$ cat config.mk
export PLATFORM = sky130hd
export DESIGN_NAME = paddsb_arbiter
export DESIGN_NICKNAME = d
export VERILOG_FILES = /design/src/rtl/paddsb_pkg.sv /design/src/rtl/paddsb_add.sv /design/src/rtl/rr_arb2.sv /design/src/rtl/paddsb_arbiter.sv
export SDC_FILE = /design/constraint.sdc
export NUM_CORES = 1
export LEC_CHECK = 0
export BUFFER_PORTS_ARGS = -buffer_cell sky130_fd_sc_hd__clkbuf_2
export CAP_MARGIN = 10
export CORE_UTILIZATION = 46
export CTS_BUF_LIST = sky130_fd_sc_hd__clkbuf_8 sky130_fd_sc_hd__clkbuf_16
export CTS_CLUSTER_DIAMETER = 60
export DETAILED_ROUTE_END_ITERATION = 16
export MAX_ROUTING_LAYER = met4
export PLACE_DENSITY = 0.85
export REMOVE_ABC_BUFFERS = 1
export SLEW_MARGIN = 20
export SYNTH_ARGS = -nofsm -noshare
export SYNTH_HDL_FRONTEND = slang
export SYNTH_SLANG_ARGS = --single-unit
$ cat constraint.sdc
create_clock -name clk -period 3 [get_ports clk]
set_input_delay 0.15 -clock clk [delete_from_list [all_inputs] [get_ports clk]]
set_output_delay 0.15 -clock clk [all_outputs]
set_load 0.005 [all_outputs]
$ cat src/rtl/paddsb_pkg.sv
// Shared constants and types for the PADDSB arbiter slice.
package paddsb_pkg;

    localparam int unsigned LANES   = 4;
    localparam int unsigned LANE_W  = 4;
    localparam int unsigned WORD_W  = 16;
    localparam int unsigned NUM_REQ = 2;

    localparam logic [LANE_W-1:0] LANE_POS_SAT = 4'h7;
    localparam logic [LANE_W-1:0] LANE_NEG_SAT = 4'h8;

    typedef logic req_id_t;

endpackage

$ cat src/rtl/paddsb_add.sv
// PADDSB datapath: four independent 4-bit signed lanes with saturation, purely combinational.
module paddsb_add
    import paddsb_pkg::*;
(
    input  logic [WORD_W-1:0] a,
    input  logic [WORD_W-1:0] b,
    output logic [WORD_W-1:0] sum,
    output logic [LANES-1:0]  lane_ov
);

    always_comb begin
        logic [LANE_W-1:0] la;
        logic [LANE_W-1:0] lb;
        logic [LANE_W-1:0] s;
        sum     = '0;
        lane_ov = '0;
        la      = '0;
        lb      = '0;
        s       = '0;
        for (int unsigned k = 0; k < LANES; k++) begin
            la = a[k*LANE_W +: LANE_W];
            lb = b[k*LANE_W +: LANE_W];
            s  = la + lb;
            // Overflow only possible when both operands share a sign that the sum lost.
            if (!la[LANE_W-1] && !lb[LANE_W-1] && s[LANE_W-1]) begin
                sum[k*LANE_W +: LANE_W] = LANE_POS_SAT;
                lane_ov[k]              = 1'b1;
            end else if (la[LANE_W-1] && lb[LANE_W-1] && !s[LANE_W-1]) begin
                sum[k*LANE_W +: LANE_W] = LANE_NEG_SAT;
                lane_ov[k]              = 1'b1;
            end else begin
                sum[k*LANE_W +: LANE_W] = s;
            end
        end
    end

endmodule

$ cat src/rtl/rr_arb2.sv
// Two-way round-robin arbiter: one-hot grant when enabled, and the pointer value after the grant.
module rr_arb2 (
    input  logic [1:0] valid,
    input  logic       enable,
    input  logic       ptr,
    output logic [1:0] grant,
    output logic       ptr_next
);

    always_comb begin
        grant = '0;
        if (enable) begin
            if (valid == 2'b11) begin
                grant[ptr] = 1'b1;
            end else begin
                grant = valid;
            end
        end
        // The winner loses priority; an idle cycle leaves the pointer alone.
        if (grant[1]) begin
            ptr_next = 1'b0;
        end else if (grant[0]) begin
            ptr_next = 1'b1;
        end else begin
            ptr_next = ptr;
        end
    end

endmodule

$ cat src/rtl/paddsb_arbiter.sv
// Shares one PADDSB adder between two requesters with round-robin grant and a registered result.
// Optional per-requester saturation counters: define PADDSB_OVCNT_EN.
module paddsb_arbiter
    import paddsb_pkg::*;
#(
    parameter int TAG_W = 4
`ifdef PADDSB_OVCNT_EN
    ,
    parameter int CNT_W = 8
`endif
) (
    input  logic                 clk,
    input  logic                 rst_n,
    input  logic [1:0]           req_valid,
    output logic [1:0]           req_ready,
    input  logic [31:0]          req_a,
    input  logic [31:0]          req_b,
    input  logic [2*TAG_W-1:0]   req_tag,
    output logic                 res_valid,
    input  logic                 res_ready,
    output logic [15:0]          res_sum,
    output logic                 res_err,
    output logic [3:0]           res_lane_ov,
    output logic                 res_id,
    output logic [TAG_W-1:0]     res_tag
`ifdef PADDSB_OVCNT_EN
    ,
    output logic [2*CNT_W-1:0]   ov_cnt,
    input  logic                 ov_clr
`endif
);

    logic              rr_ptr;
    logic              ptr_next;
    logic              stage_free;
    logic [1:0]        grant;
    logic              accept;
    req_id_t           winner;
    logic [WORD_W-1:0] op_a;
    logic [WORD_W-1:0] op_b;
    logic [TAG_W-1:0]  op_tag;
    logic [WORD_W-1:0] add_sum;
    logic [LANES-1:0]  add_ov;
    req_id_t           id_q;

    assign stage_free = !res_valid || res_ready;

    rr_arb2 u_arb (
        .valid    (req_valid),
        .enable   (stage_free),
        .ptr      (rr_ptr),
        .grant    (grant),
        .ptr_next (ptr_next)
    );

    assign req_ready = grant;
    assign accept    = |grant;
    assign winner    = grant[1];

    assign op_a   = winner ? req_a[31:16] : req_a[15:0];
    assign op_b   = winner ? req_b[31:16] : req_b[15:0];
    assign op_tag = winner ? req_tag[2*TAG_W-1:TAG_W] : req_tag[TAG_W-1:0];

    paddsb_add u_add (
        .a       (op_a),
        .b       (op_b),
        .sum     (add_sum),
        .lane_ov (add_ov)
    );

    always_ff @(posedge clk) begin
        if (!rst_n) begin
            rr_ptr      <= 1'b0;
            res_valid   <= 1'b0;
            res_sum     <= '0;
            res_lane_ov <= '0;
            id_q        <= 1'b0;
            res_tag     <= '0;
        end else begin
            rr_ptr <= ptr_next;
            if (accept) begin
                res_valid   <= 1'b1;
                res_sum     <= add_sum;
                res_lane_ov <= add_ov;
                id_q        <= winner;
                res_tag     <= op_tag;
            end else if (res_ready) begin
                res_valid <= 1'b0;
            end
        end
    end

    assign res_id  = id_q;
    assign res_err = |res_lane_ov;

`ifdef PADDSB_OVCNT_EN
    logic [CNT_W-1:0] cnt [NUM_REQ];

    always_ff @(posedge clk) begin
        if (!rst_n || ov_clr) begin
            cnt[0] <= '0;
            cnt[1] <= '0;
        end else if (accept && (|add_ov) && (cnt[winner] != '1)) begin
            cnt[winner] <= cnt[winner] + 1'b1;
        end
    end

    assign ov_cnt = {cnt[1], cnt[0]};
`endif

endmodule

# --- Yosys cells after proc, flatten, opt, wreduce, memory -nomap -nowiden ---
# Cells that the tools add are included.
totals:
  wordCells: 74
  out_inout_bits: 29
  inputBits: 77
  regBits: 27
classes:
  n_mux: 25
  n_eq_ne: 1
  n_addsub: 4
  bitwise: 1
  reduce_logical: 35
  n_lt_le_gt_ge: 2
op_table:
  columns: ["cell", "n"]
  rows:
  - ["two-way mux 4 bit", 9]
  - ["two-way mux 16 bit", 2]
  - ["logical AND 1 bit", 17]
  - ["adder 4 bit", 4]
  - ["zero test 1 bit", 13]
  - ["two-way mux 1 bit", 11]
  - ["two-way mux 2 bit", 2]
  - ["OR reduction 2 bit", 2]
  - ["OR reduction 4 bit", 1]
  - ["equality test 2 bit (second input constant)", 1]
  - ["less-than comparator 1 x 2 -> 1 bit (second input constant)", 1]
  - ["nonzero test 2 bit", 1]
  - ["demux 1 bit (select 1 bit)", 1]
  - [">= comparator 1 bit (second input constant)", 1]
  - ["logical OR 1 bit", 1]
  - ["NOT 1 bit", 1]

# --- Depth between registers and ports, before layout ---
logic_depth:
  depth_word: 12
  depth_mapped: 13
  depth_no_buf: 11

# --- Modules after synthesis ---
# A second synthesis with hierarchy kept.
hier_totals:
  hier_cells: 270
  area_unflattened_um2: 2581.2
by_module_without_submodules:
  columns: ["module", "cells_per_inst", "area_each_um2", "seq_area_each_um2", "n_inst"]
  rows:
  - ["paddsb_arbiter", 154, 1592.8, 540.5, 1]
  - ["paddsb_add", 109, 952.2, 0.0, 1]
  - ["rr_arb2", 7, 36.3, 0.0, 1]

# --- Worst setup path before layout ---
# Ideal clock, no wire load.
synth_timing:
  path_kind: "reg-to-reg"
  startpoint: "register res_valid"
  endpoint: "register res_sum[13]"
  stages_incl_launch_ff: 12
  t_required_ns: 2.938
  setup_ns: 0.062
  path_buffers: 1
  period_less_slack_ns: 2.639
  path_slack_ns: 0.361
  t_arrival_ns: 2.577
  path_cell_list: "dfxtp_1 -> nand2b_2 -> nand3_1 -> buf_2 -> mux2i_1 -> inv_1 -> ha_1 -> a21o_1 -> a21oi_4 -> mux2i_1 -> or4b_1 -> nand3_1"
synth_between:
  elab_chain_len: 9
  word_cells_on_any_way: 16
  classes_between: "add/sub: 1; mux: 5; reduce/logical: 10"
synth_rtl:
  columns: ["element", "line_no", "rtl"]
  rows:
  - ["start: declaration", "paddsb_arbiter.sv:19", "output logic res_valid,"]
  - ["start signal: assignment", "paddsb_arbiter.sv:74", "res_valid <= 1'b0;"]
  - ["start signal: assignment", "paddsb_arbiter.sv:82", "res_valid <= 1'b1;"]
  - ["start signal: assignment", "paddsb_arbiter.sv:88", "res_valid <= 1'b0;"]
  - ["zero test 1 bit (*)", "paddsb_arbiter.sv:46", "assign stage_free = !res_valid || res_ready;"]
  - ["logical OR 1 bit (*)", "paddsb_arbiter.sv:46", null]
  - ["two-way mux 2 bit (*)", "rr_arb2.sv:12", "if (enable) begin"]
  - ["two-way mux 16 bit, on equally long branches", "paddsb_arbiter.sv:60, paddsb_arbiter.sv:61", null]
  - ["adder 4 bit", "paddsb_add.sv:23", "s = la + lb;"]
  - ["zero test 1 bit", "paddsb_add.sv:28", "end else if (la[LANE_W-1] && lb[LANE_W-1] && !s[LANE_W-1]) begin"]
  - ["logical AND 1 bit", "paddsb_add.sv:28", null]
  - ["two-way mux 4 bit", "paddsb_add.sv:28", null]
  - ["two-way mux 4 bit", "paddsb_add.sv:25", "if (!la[LANE_W-1] && !lb[LANE_W-1] && s[LANE_W-1]) begin"]
  - ["end signal: assignment", "paddsb_arbiter.sv:83", "res_sum <= add_sum;"]
  - ["end: declaration", "paddsb_arbiter.sv:21", "output logic [15:0] res_sum,"]
# Every way passes the cells marked *; elsewhere a longest branch is shown, timed or not.
# A chain may end at the register's enable or synchronous reset.

# --- Final worst setup path ---
# Same ends and word-level chain as after synthesis.

==> results.yml <==
final_layout:
  layout_common_cells: "clkbuf_2, nand2_1, dfxtp_1"
  fillers: 412
  nets: 481
  syn_to_final_growth_pct: 28.21
  final_core_util: 0.6112
  final_cell_count_no_fill: 431
  drive_gt1_frac: 0.3061
  num_antenna_cells: 0
  layout_commonest_cell: "clkbuf_2"
global_routing:
  antenna_found_initial: 0
  grt-ovfl-total: 0
  grt_pass1_wl_um: 8500
  grt_pass1_vias: 2024
  grt_max_degree: 32
  grt_use_total: 0.2165
die:
  dieWidth_um: 69.18
  rows: 24
  start_util: 0.4767
  dieHeight_um: 69.18
  core_sq_um: 4354
  die_area_sq_um: 4785
  io_pins: 106
clocking:
  insertion_delay_ps: 270
  cts_tree: "built"
  htree_levels: 1
  cts_hold_buf: 0
  cts_resized: 0
  clk_path_buf_depth: 2
  cts_setup_buffers: 0
  cts-buffers-inserted: 3
  root_buffer: "clkbuf_8"
  clk_pin_slew_ps: 90
  clock-sinks: 27
placed_design:
  placed_cells: 427
  gp_congestion: 0.8209
  portBuffers: 105
  dp_hpwl_um: 3905
routing:
  avgRoutedWirePerCell_um: 11.18
  routed_wirelength_um: 4818
  final_antenna_net_count: 0
  post_drt_via_cell_ratio: 5.005
  drtIter0Drc: 110
  vias: 2157
  drtPass1Iterations: 4
  drc_errors: 0
pwr:
  power_frac_comb: 0.420
  p_int_uw: 725.2
  ir_drop_mv: 0.1963
  finalPower_mw: 1.110
  power_frac_clock: 0.187
  p_per_area_nw_per_um2: 416.9
  p_leak_nw: 1.521
  p_sw_uw: 384.3
  seqPwrFrac: 0.393
  swShare: 0.3464
yosys:
  synth-edff-count: 0
  synth.distinct_cells: 39
  synth_ff_type: "dfxtp_1"
  synthArstFlopShare: 0
  ys_ff_latch: 27
  syn_inst: 278
  syn_area_per_cell_sq_um: 7.467
  ys_warn_count: 0
  yosysSeqAreaShare: 0.2604
  synth_area_sq_um: 2076
sta:
  worst_pin_slew_ps: 989.2
  max_slew_margin: 0.3361
  setup_viol: 0
  finalHoldViolCount: 0
  setup_tns_ps: 0
  finClkSkew_ps: 4.555
  fin_crit_ps: 2766
  fmax_ghz: 0.3615
  rsz0062_at_grt: "false"
  period_share: 0.9220
  slew_violations: 0
setup_path:
  crit_fanout: 14
  crit_path_start: "res_valid"
  startpoint_type: "flip-flop"
  cp.required_ps: 3220
  arrival_ps: 2980
  r2r_start: "res_valid"
  critPathCaptureType: "flip-flop"
  crit_type: "reg2reg"
hold_path:
  hold_start: "req_tag[3]"
  hp-class: "in2reg"
status:
  outcome: "completed"
job:
  max-cap-violations: 0
routing by layer:
layer  vias to the layer above  wire, um  track usage
met5                         -         0            -
met4                         0        72      0.06122
met3                         7       287      0.03052
met2                        89      2296       0.3797
met1                       935      2162       0.2575
li1                       1126         -            -
final timing paths:
kind | cells after the start | slack, ps | to
worst max-delay path | 11 | 230 | res_sum[13]
worst min-delay path | 3 | 150 | res_tag[3]
worst min register to register | 2 | 470 | res_sum[5]
worst max register to register | 11 | 230 | res_sum[13]
sequential cells by signal (all words and copies together) (netlist names):
register,cells
res_id,1
res_lane_ov,4
res_sum,16
res_tag,4
res_valid,1
rr_ptr,1
synth_stat cells (2+ instances only):
library cell / number / share of area
a211oi_1: 2 / 0.0072
nor2_1: 8 / 0.014
inv_1: 23 / 0.042
nand2b_1: 9 / 0.027
nand2_1: 80 / 0.14
o21bai_1: 2 / 0.0072
clkbuf_1: 4 / 0.0072
mux2i_1: 9 / 0.043
fa_1: 4 / 0.039
a21o_1: 4 / 0.014
nand3_1: 6 / 0.014
ha_1: 20 / 0.12
a31oi_1: 4 / 0.012
o21ai_0: 21 / 0.051
dfxtp_1: 27 / 0.26
buf_2: 4 / 0.0096
a222oi_1: 4 / 0.019
a21oi_1: 16 / 0.039
xnor2_1: 8 / 0.034
nor2b_1: 4 / 0.012
worst max-delay path, stage by stage (launching register included):
cell      delay [ps]
dfxtp_1          350
nand2b_2         100
nand3_1          170
buf_4            240
mux2i_1          340
inv_1             90
ha_1             300
a21o_1           180
a21oi_4          170
mux2i_1          130
or4b_1           530
nand3_1          100
power by group through the flow:
stage	combinational, mW	clock [mW]	sequential, mW
6_report	0.466	0.207	0.436
5_1_grt	0.533	0.224	0.444
4_1_cts	0.472	0.211	0.437
3_5_place_dp	0.469	0	0.445
3_3_place_gp	0.452	0	0.442
2_1_floorplan	0.290	0	0.445
final cells by class:
class | instances | area [sq um] | area share
clock buffers | 3 | 41.29 | 0.01551
inverters | 23 | 86.33 | 0.03244
repair buffers | 109 | 555.5 | 0.2087
well taps | 52 | 65.06 | 0.02445
clock inverters | 1 | 5.005 | 0.001881
flip-flops and latches | 27 | 540.5 | 0.2031
multi-input cells | 216 | 1368 | 0.5139
cell families (layout without fill, tap and decap cells):
family,count (synthesis),in the layout,share of synthesized area
simple gates,116,116,0.2453
compound gates,59,59,0.1772
buf+inv,35,136,0.08077
flops,27,27,0.2604
fa+ha+maj,24,24,0.1591
mux,9,9,0.04340
xor+xnor,8,8,0.03376
stage by stage:
stage / area [sq um] / hold slack [ps] / worst slack, ps
3_3_place_gp: 2615 / 435.1 / 388.4
2_1_floorplan: 1994 / 271.7 / -448.2
3_5_place_dp: 2615 / 441.2 / 229.7
4_1_cts: 2661 / 155.5 / 212.9
5_1_grt: 2661 / 155.2 / 31.96
6_report: 2661 / 154.9 / 234.0
Power figures use the tool's default switching activity.
